## src/rtl/main_control.sv

```systemverilog
// Multicycle MIPS main control unit: a Moore FSM sequencing fetch, decode,
// execute, memory and write-back, driving every datapath strobe and select.
module main_control #(
  parameter logic [5:0] OP_R   = 6'h00,
  parameter logic [5:0] OP_LW  = 6'h23,
  parameter logic [5:0] OP_SW  = 6'h2B,
  parameter logic [5:0] OP_BEQ = 6'h04,
  parameter logic [5:0] OP_J   = 6'h02
) (
  input  logic       clk,
  input  logic       reset_n,
  input  logic [5:0] opcode,
  output logic       PCWrite,
  output logic       PCWriteCond,
  output logic       IorD,
  output logic       MemRead,
  output logic       MemWrite,
  output logic       IRWrite,
  output logic       MemtoReg,
  output logic       RegDst,
  output logic       RegWrite,
  output logic       ALUSrcA,
  output logic       LoadA,
  output logic       LoadB,
  output logic       LoadALUOut,
  output logic       LoadMDR,
  output logic [1:0] ALUSrcB,
  output logic [1:0] ULAOp,
  output logic [1:0] PCSource,
  output logic       illegal_op,
  output logic [3:0] state_out
);

  localparam int unsigned STATE_W = 4;
  localparam int unsigned SEL_W   = 2;

  typedef enum logic [STATE_W-1:0] {
    S_RESET      = 4'd0,
    S_FETCH      = 4'd1,
    S_FETCH_WAIT = 4'd2,
    S_DECODE     = 4'd3,
    S_MEM_ADDR   = 4'd4,
    S_LW_READ    = 4'd5,
    S_LW_WAIT    = 4'd6,
    S_LW_WB      = 4'd7,
    S_SW_WRITE   = 4'd8,
    S_R_EXEC     = 4'd9,
    S_R_WB       = 4'd10,
    S_BEQ        = 4'd11,
    S_JUMP       = 4'd12,
    S_ILLEGAL    = 4'd13
  } state_t;

  typedef struct packed {
    logic             pc_write;
    logic             pc_write_cond;
    logic             ior_d;
    logic             mem_read;
    logic             mem_write;
    logic             ir_write;
    logic             mem_to_reg;
    logic             reg_dst;
    logic             reg_write;
    logic             alu_src_a;
    logic             load_a;
    logic             load_b;
    logic             load_alu_out;
    logic             load_mdr;
    logic [SEL_W-1:0] alu_src_b;
    logic [SEL_W-1:0] ula_op;
    logic [SEL_W-1:0] pc_source;
    logic             illegal;
  } ctrl_t;

  state_t state;
  state_t next_state;
  logic   released;
  ctrl_t  ctrl;
  ctrl_t  ctrl_next;

  // Control word for a given state; unlisted fields and unused codes stay 0.
  function automatic ctrl_t decode(input state_t s);
    ctrl_t c;
    c = '0;
    case (s)
      S_FETCH: begin
        c.mem_read  = 1'b1;
        c.alu_src_b = 2'b01;
        c.pc_write  = 1'b1;
      end
      S_FETCH_WAIT: begin
        c.mem_read = 1'b1;
        c.ir_write = 1'b1;
      end
      S_DECODE: begin
        c.alu_src_b    = 2'b11;
        c.load_a       = 1'b1;
        c.load_b       = 1'b1;
        c.load_alu_out = 1'b1;
      end
      S_MEM_ADDR: begin
        c.alu_src_a    = 1'b1;
        c.alu_src_b    = 2'b10;
        c.load_alu_out = 1'b1;
      end
      S_LW_READ: begin
        c.mem_read = 1'b1;
        c.ior_d    = 1'b1;
      end
      S_LW_WAIT: begin
        c.mem_read = 1'b1;
        c.ior_d    = 1'b1;
        c.load_mdr = 1'b1;
      end
      S_LW_WB: begin
        c.reg_write  = 1'b1;
        c.mem_to_reg = 1'b1;
      end
      S_SW_WRITE: begin
        c.mem_write = 1'b1;
        c.ior_d     = 1'b1;
      end
      S_R_EXEC: begin
        c.alu_src_a    = 1'b1;
        c.ula_op       = 2'b10;
        c.load_alu_out = 1'b1;
      end
      S_R_WB: begin
        c.reg_write = 1'b1;
        c.reg_dst   = 1'b1;
      end
      S_BEQ: begin
        c.alu_src_a     = 1'b1;
        c.ula_op        = 2'b01;
        c.pc_write_cond = 1'b1;
        c.pc_source     = 2'b01;
      end
      S_JUMP: begin
        c.pc_write  = 1'b1;
        c.pc_source = 2'b10;
      end
      S_ILLEGAL: c.illegal = 1'b1;
      default: c = '0;
    endcase
    return c;
  endfunction

  // Next-state logic; outputs are registered alongside the state so they
  // always equal the decode of the state register.
  always_comb begin
    next_state = S_FETCH;
    ctrl_next  = '0;
    case (state)
      S_RESET:      next_state = released ? S_FETCH : S_RESET;
      S_FETCH:      next_state = S_FETCH_WAIT;
      S_FETCH_WAIT: next_state = S_DECODE;
      S_DECODE: begin
        if (opcode == OP_R)                         next_state = S_R_EXEC;
        else if (opcode == OP_LW || opcode == OP_SW) next_state = S_MEM_ADDR;
        else if (opcode == OP_BEQ)                  next_state = S_BEQ;
        else if (opcode == OP_J)                    next_state = S_JUMP;
        else                                        next_state = S_ILLEGAL;
      end
      S_MEM_ADDR:   next_state = (opcode == OP_LW) ? S_LW_READ : S_SW_WRITE;
      S_LW_READ:    next_state = S_LW_WAIT;
      S_LW_WAIT:    next_state = S_LW_WB;
      S_R_EXEC:     next_state = S_R_WB;
      default:      next_state = S_FETCH;
    endcase
    ctrl_next = decode(next_state);
  end

  // The release flag holds RESET for one full cycle after reset_n rises.
  always_ff @(posedge clk or negedge reset_n) begin
    if (!reset_n) begin
      state    <= S_RESET;
      released <= 1'b0;
      ctrl     <= '0;
    end else begin
      state    <= next_state;
      released <= 1'b1;
      ctrl     <= ctrl_next;
    end
  end

  assign PCWrite     = ctrl.pc_write;
  assign PCWriteCond = ctrl.pc_write_cond;
  assign IorD        = ctrl.ior_d;
  assign MemRead     = ctrl.mem_read;
  assign MemWrite    = ctrl.mem_write;
  assign IRWrite     = ctrl.ir_write;
  assign MemtoReg    = ctrl.mem_to_reg;
  assign RegDst      = ctrl.reg_dst;
  assign RegWrite    = ctrl.reg_write;
  assign ALUSrcA     = ctrl.alu_src_a;
  assign LoadA       = ctrl.load_a;
  assign LoadB       = ctrl.load_b;
  assign LoadALUOut  = ctrl.load_alu_out;
  assign LoadMDR     = ctrl.load_mdr;
  assign ALUSrcB     = ctrl.alu_src_b;
  assign ULAOp       = ctrl.ula_op;
  assign PCSource    = ctrl.pc_source;
  assign illegal_op  = ctrl.illegal;
  assign state_out   = state;

endmodule

```

## config.mk

```make
export PLATFORM = sky130hd
export DESIGN_NAME = main_control
export DESIGN_NICKNAME = d
export VERILOG_FILES = /design/src/rtl/main_control.sv
export SDC_FILE = /design/constraint.sdc
export NUM_CORES = 1
export LEC_CHECK = 0
export CORE_ASPECT_RATIO = 1.25
export CORE_MARGIN = 1.5
export CORE_UTILIZATION = 47
export DETAILED_ROUTE_END_ITERATION = 10
export GPL_ROUTABILITY_DRIVEN = 0
export PLACE_DENSITY = 0.82
export SYNTH_ARGS = -nofsm -noshare
export SYNTH_HDL_FRONTEND = slang
export SYNTH_SLANG_ARGS = --single-unit
```

## constraint.sdc

```tcl
create_clock -name clk -period 2.5 [get_ports clk]
set_input_delay 0.625 -clock clk [delete_from_list [all_inputs] [get_ports clk]]
set_output_delay 0.625 -clock clk [all_outputs]
set_load 0.03 [all_outputs]
```

==> key figures, run 1 <==
Power
  – Sw Ratio: 45.2%
  – Power, Total: 1720 uW
  – Clock group share of total power: 10.1%
  – Power share of the sequential group: 33.9%
  – Combinational fraction of design power: 56.1%
  – Maximum vdd drop: 0.00100 V
  – Psw: 777 uW
  – Internal: 944 uW
  – Cell Pwr Density: 1270 nW/um^2
  – Cell leakage power: 0.000623 uW

Finish
  – Fillcell total: 167
  – Fraction of layout cells with a size suffix above 1: 16.3%
  – Commonest non-fill, non-tap cells in the layout: clkdlybuf4s50_1 (32), dfrtp_1 (23), nor2_1 (9), inv_1 (5), buf_4 (5)
  – Register area: 576 um^2
  – Fin nets: 132
  – Fin util: 68.6%
  – Most common cell after layout, fill and taps aside: clkdlybuf4s50_1
  – Multi-input logic area: 350 um^2
  – Area grow syn2layout: 36.9%
  – # diodes: 0
  – Largest register FFs: 4
  – Post-Layout Cell Count: 143

Die
  – Die Height: 54.4 um
  – Die Wd: 44.1 um
  – Die area: 2400 um^2
  – I/O pin cnt: 33
  – Row cnt: 18
  – Core area: 1980 um^2
  – Starting Density: 50.1%

Worst setup path
  – Crit path launch: opcode[0]
  – Flop-to-flop setup slack: 0.64 ns
  – FF-to-FF Start: state_out[1]$_DFF_PN0_
  – CP Max Fanout: 4
  – Worst path required time: 2.75 ns
  – Worst reg2reg endpoint: ALUSrcA$_DFF_PN0_
  – Reg2reg path depth: 6
  – Critical path launch point type: input port
  – Worst endpoint data arrival time: 2.57 ns
  – CP Capture Type: register
  – Kind of critical path: input port to register

Timing
  – Minimum clock period: 2.33 ns
  – Final Hold Fails: 0
  – Fin crit share: 93.1%
  – Fmax: 430 MHz
  – # setup viols final: 0
  – Final setup TNS: 0 ns
  – Final WS setup: 0.174 ns
  – Setup Skew: 0.00780 ns
  – RSZ-0062 raised after global routing: false
  – Final Max Slew Viols: 0

Synthesis
  – Sequential area share after synthesis: 58.0%
  – Largest family of logic cells by synthesized area: simple AND/OR/NAND/NOR gates
  – Syn Nets: 96
  – Syn Inst Count: 88
  – Avg Cell Area, Syn: 11.3 um^2
  – Simple logic cell fraction of the synthesized area: 23.1%
  – Post-synthesis xor/xnor area fraction: 0%
  – Top FF cell, synth: dfrtp_1
  – Compound-Gate Fraction of Synth Area: 11.9%
  – Cell variety after synth: 30
  – Register bit count reported by yosys: 23
  – Mapped Area: 992 um^2
  – Adder-Cell Fraction of Synth Area: 0%
  – Post-synthesis mux area share: 0%
  – Post-synth EDFFs: 0
  – Ys Warns: 0
  – Post-synth ARST share: 100%

Detailed routing
  – Initial DRT Pass Iterations: 5
  – Final antenna-violating net count: 0
  – Final WL: 2.17 mm
  – Post-DR vias/cell: 5.46
  – Drt initial violations: 10
  – Drt drc: 0
  – Vias: 781
  – WL/cell: 15.2 um

GRT
  – Maximum number of pins on one net before global-route repair: 24
  – Gr ovfl total: 0
  – First-pass GRT wire length: 3.44 mm
  – Antenna violations before repair: 0
  – GRT Total Usage: 20.5%
  – Vias in the first global route: 753

Placement
  – Placed cells: 139
  – Buffers on Ports: 32
  – HPWL after DPL: 1.67 mm
  – Place WS: -0.124 ns

Min path
  – Tightest Hold Check Type: input port to async pin

Clocking
  – Clk_lat worst skew: 0.31 ns
  – CTS Sinks: 23
  – Post-CTS Setup Inserts: 0
  – CTS buffer count: 3
  – Root buffer cell: clkbuf_4
  – CTS max path bufs: 2
  – CTS Hold Bufs: 0
  – H-Tree Depth: 1
  – CTS clk-pin slew, worst paths: 0.13 ns
  – CTS tree: built
  – CTS resizes: 0

Status
  – Status: finished, final reports clean

Run
  – Maxcap violations: 0
-- through the flow --
stage	cell area (um^2)	hold WS, ns
6_report	1360	0.638
5_1_grt	1360	0.684
3_5_place_dp	1330	0.637
4_1_cts	1360	0.651
3_3_place_gp	1330	0.627
2_1_floorplan	992	0.329
-- power groups by stage --
| stage | sequential (uW) | combinational, uW | clock [uW] |
|---|---|---|---|
| global placement | 583 | 949 | 0 |
| CTS | 582 | 970 | 176 |
| detailed placement | 590 | 963 | 0 |
| finish | 583 | 965 | 173 |
| global route | 597 | 1030 | 185 |
| floorplan | 779 | 419 | 0 |
-- cells in the mapped netlist, types with 2 or more instances --
cell | count | area share [%]
a21o_1 | 2 | 1.5
a21oi_1 | 4 | 2.0
and2_1 | 2 | 1.3
buf_2 | 2 | 1.0
buf_4 | 3 | 2.3
dfrtp_1 | 23 | 58
inv_1 | 5 | 1.9
nand2_1 | 4 | 1.5
nand2b_1 | 4 | 2.5
nand3_1 | 4 | 2.0
nor2_1 | 9 | 3.4
nor3_1 | 4 | 2.0
nor3b_2 | 2 | 2.5
o211ai_2 | 2 | 2.5
o21ai_0 | 2 | 1.0
o21ai_1 | 2 | 1.0
-- layout make-up --
class,count,share of cell area [%]
clock buffer,3,1.66
clock inverter,1,0.368
inverter,6,1.66
multi-input combinational,53,25.8
sequential,23,42.4
tap,20,1.84
timing repair buffer,37,26.3
-- how the worst max path moves through the flow --
| stage | to | slack, ns | cells after the start |
|---|---|---|---|
| CTS | ALUSrcA$_DFF_PN0_ | 0.20 | 8 |
| detailed placement | ALUSrcA$_DFF_PN0_ | -0.12 | 8 |
| floorplan | ALUSrcA$_DFF_PN0_ | 0.56 | 7 |
| global placement | ALUSrcA$_DFF_PN0_ | -0.09 | 8 |
| finish | ALUSrcA$_DFF_PN0_ | 0.17 | 8 |
| global route | ALUSrcA$_DFF_PN0_ | 0.12 | 8 |
-- kinds of logic (layout without fill, tap and decap cells) --
kind of cell | count (synthesis) | in the layout
AND/OR/NAND/NOR | 37 | 37
flip-flops | 23 | 23
AO/OA/AOI/OAI | 15 | 15
buffers and inverters | 12 | 47
other | 1 | 1
-- per-layer routing --
| layer | part of all wire (%) | global-route usage [%] | wire length [um] | vias up |
|---|---|---|---|---|
| met5 | 0 | 0 | 0 | - |
| met2 | 56 | 39.0 | 1210 | 29 |
| met4 | 1.5 | 9.60 | 33 | 0 |
| met1 | 38 | 21.2 | 823 | 382 |
| met3 | 4.7 | 4.29 | 103 | 4 |
| li1 | - | - | - | 366 |
-- critical path, stage by stage --
cell	delay (ns)
clkdlybuf4s50_1	0.45
or4_4	0.56
nor2_2	0.17
o221a_4	0.26
inv_2	0.07
nor3_1	0.24
o21ai_1	0.12
o21ai_1	0.08
Power figures use the tool's default switching activity.
==> run 2, diff against run 1 <==
--- a/config.mk
+++ b/config.mk
@@ -7,10 +7,12 @@
 export LEC_CHECK = 0
 export CORE_ASPECT_RATIO = 1.25
 export CORE_MARGIN = 1.5
-export CORE_UTILIZATION = 47
+export CORE_UTILIZATION = 60
+export CTS_CLUSTER_SIZE = 28
 export DETAILED_ROUTE_END_ITERATION = 10
+export DONT_BUFFER_PORTS = 1
 export GPL_ROUTABILITY_DRIVEN = 0
-export PLACE_DENSITY = 0.82
+export PLACE_DENSITY = 0.76
 export SYNTH_ARGS = -nofsm -noshare
 export SYNTH_HDL_FRONTEND = slang
 export SYNTH_SLANG_ARGS = --single-unit
==> key figures, run 2 (same netlist as run 1, synthesis figures left out) <==
Finish
  – # diodes: 0 (unchanged)
  – Fin nets: 96 (-27%)
  – Fillcell total: 128 (-23%)
  – Multi-input logic area: 350 um^2 (unchanged)
  – Fraction of layout cells with a size suffix above 1: 17.2% (+0.98 points)
  – Finished Cell Area: 1010 um^2 (-26%)
  – Fin util: 64.6% (-4.0 points)
  – Area grow syn2layout: 1.64%
  – Largest register FFs: 4 (unchanged)
  – Register area: 576 um^2 (unchanged)
  – Most common cell after layout, fill and taps aside: dfrtp_1
  – Commonest non-fill, non-tap cells in the layout: dfrtp_1 (23), nor2_1 (9), inv_1 (5)

GRT
  – Gr busiest metal: met2
  – GRT Total Usage: 22.1% (+1.7 points)
  – M2 GR Usage: 35.3% (-3.7 points)
  – Vias in the first global route: 641 (-15%)
  – Maximum number of pins on one net before global-route repair: 24 (unchanged)
  – Met1 usage: 27.4% (+6.2 points)
  – First-pass GRT wire length: 2.90 mm (-16%)
  – Antenna violations before repair: 0 (unchanged)
  – M3 GR Usage: 5.05% (+0.76 points)
  – Gr ovfl total: 0 (unchanged)

Timing
  – Worst Tran Pin Value: 0.992 ns
  – Final setup TNS: 0 ns (unchanged)
  – RSZ-0062 raised after global routing: false
  – Fmax: 497 MHz (+16%)
  – Minimum clock period: 2.01 ns (-0.314 ns)
  – Relative slew slack: 33.6%
  – # setup viols final: 0 (unchanged)
  – Fin crit share: 80.5% (-13 points)
  – Setup Skew: 0.00158 ns (-0.00622 ns)
  – Final Hold Fails: 0 (unchanged)
  – Final WS setup: 0.487 ns (+0.314 ns)
  – Final Max Slew Viols: 0 (unchanged)

Clocking
  – CTS max path bufs: 2 (unchanged)
  – CTS buffer count: 3 (unchanged)
  – CTS clk-pin slew, worst paths: 0.12 ns (about the same)
  – Post-CTS Setup Inserts: 0 (unchanged)
  – CTS tree: built
  – H-Tree Depth: 1 (unchanged)
  – Clk_lat worst skew: 0.32 ns (about the same)
  – Root buffer cell: clkbuf_4
  – CTS Sinks: 23 (unchanged)

Detailed routing
  – Drt initial violations: 11 (+1)
  – Final WL: 1.68 mm (-23%)
  – Drt drc: 0 (unchanged)
  – Final antenna-violating net count: 0 (unchanged)
  – Vias: 625 (-20%)
  – Post-DR vias/cell: 5.95 (+9.0%)
  – Initial DRT Pass Iterations: 6 (+1)
  – WL/cell: 16.0 um (+5.5%)

Placement
  – HPWL after DPL: 1.25 mm (-25%)
  – Placed cell area: 971 um^2 (-27%)
  – Buffers on Ports: 0 (-100%)
  – Place WS: 0.349 ns (+0.473 ns)

Worst setup path
  – Cell mode on critical path: o21ai_1
  – Critical path launch point type: register
  – Max stage delay cell, worst path: dfrtp_1
  – CP Max Fanout: 9 (+5)
  – Crit-path cells: nand2b_1 > nor3_1 > or3b_1 > nor3_2 > o21ai_1 > o21ai_1
  – Slowest stage delay, CP: 0.66 ns (+0.10 ns)
  – Worst path required time: 2.76 ns (about the same)
  – CP Capture Type: register
  – Worst endpoint data arrival time: 2.27 ns (-0.30 ns)
  – Kind of critical path: register to register

Power
  – Cell Pwr Density: 1420 nW/um^2 (+12%)
  – Maximum vdd drop: 0.000755 V (-25%)
  – Cell leakage power: 0.000488 uW (-22%)

Die
  – Row cnt: 16 (-2)
  – Starting Density: 63.5% (+13 points)
  – I/O pin cnt: 33 (unchanged)
  – Die Height: 48.5 um (-11%)
  – Die area: 1910 um^2 (-20%)
  – Die Wd: 39.4 um (-11%)
  – Core area: 1560 um^2 (-21%)

Min path
  – Tightest Hold Check Type: input port to register

Run
  – Maxcap violations: 0 (unchanged)

Status
  – Status: finished, final reports clean
[run 2: cell count changes in the layout (fill, tap and decap cells not counted), sizes merged]
cell,previous run,this run
clkdlybuf4s50,32,0
buf,5,0
dlygate4sd3,0,1
[run 2: layout make-up]
cell class              instances  share of cell area, %
clock buffers                   3                   2.23
clock inverters                 1                  0.496
inverters                       6                   2.23
multi-input cells              53                   34.7
flip-flops and latches         23                   57.1
well taps                      18                   2.23
repair buffers                  1                  0.993
[run 2: path summary, 6_finish.rpt]
kind                            cells after the start  slack [ns]                    from               endpoint
worst min register to register                      3        0.73      released$_DFF_PN0_   ALUSrcB[0]$_DFF_PN0_
worst min-delay path                                2        0.44               opcode[2]  PCWriteCond$_DFF_PN0_
max in group asynchronous                           1        1.00                 reset_n      ALUSrcA$_DFF_PN0_
worst max-delay path                                6        0.49  state_out[1]$_DFF_PN0_      ALUSrcA$_DFF_PN0_
worst max register to register                      6        0.49  state_out[1]$_DFF_PN0_      ALUSrcA$_DFF_PN0_
min in group asynchronous                           1        0.90                 reset_n      LoadMDR$_DFF_PN0_
[run 2: report_power, final]
part	switching [uW]	internal (uW)	leakage [uW]	total (uW)
logic	260	173	0.000167	433
clock network	111	60.0	0.0000177	171
registers	344	485	0.000303	829
total	715	718	0.000488	1430
[run 2: worst max-delay path: cells and delay by family, from the launching register on]
family | cells | cell delay, ns
flops | 1 | 0.66
simple gates | 4 | 1.09
compound gates | 2 | 0.20
[run 2: repair_timing]
item,in CTS,in global routing
hold endpoints to repair,23,0
gates resized for setup,0,0
hold buffers,1,0
[run 2: metal layers]
metal	share of wire, %	vias up	wire (um)
met1	39	303	652
met3	6.5	5	109
li1	-	288	-
met4	2.5	0	42
met2	52	29	878
met5	0	-	0
[run 2: stage by stage]
| step | std cells | total power (uW) | hold slack, ns |
|---|---|---|---|
| after global routing | 105 | 1540 | 0.434 |
| after detailed placement | 100 | 1260 | 0.330 |
| after global placement | 100 | 1260 | 0.330 |
| final | 105 | 1430 | 0.437 |
| after floorplan | 88 | 1200 | 0.329 |
| after CTS | 105 | 1440 | 0.438 |
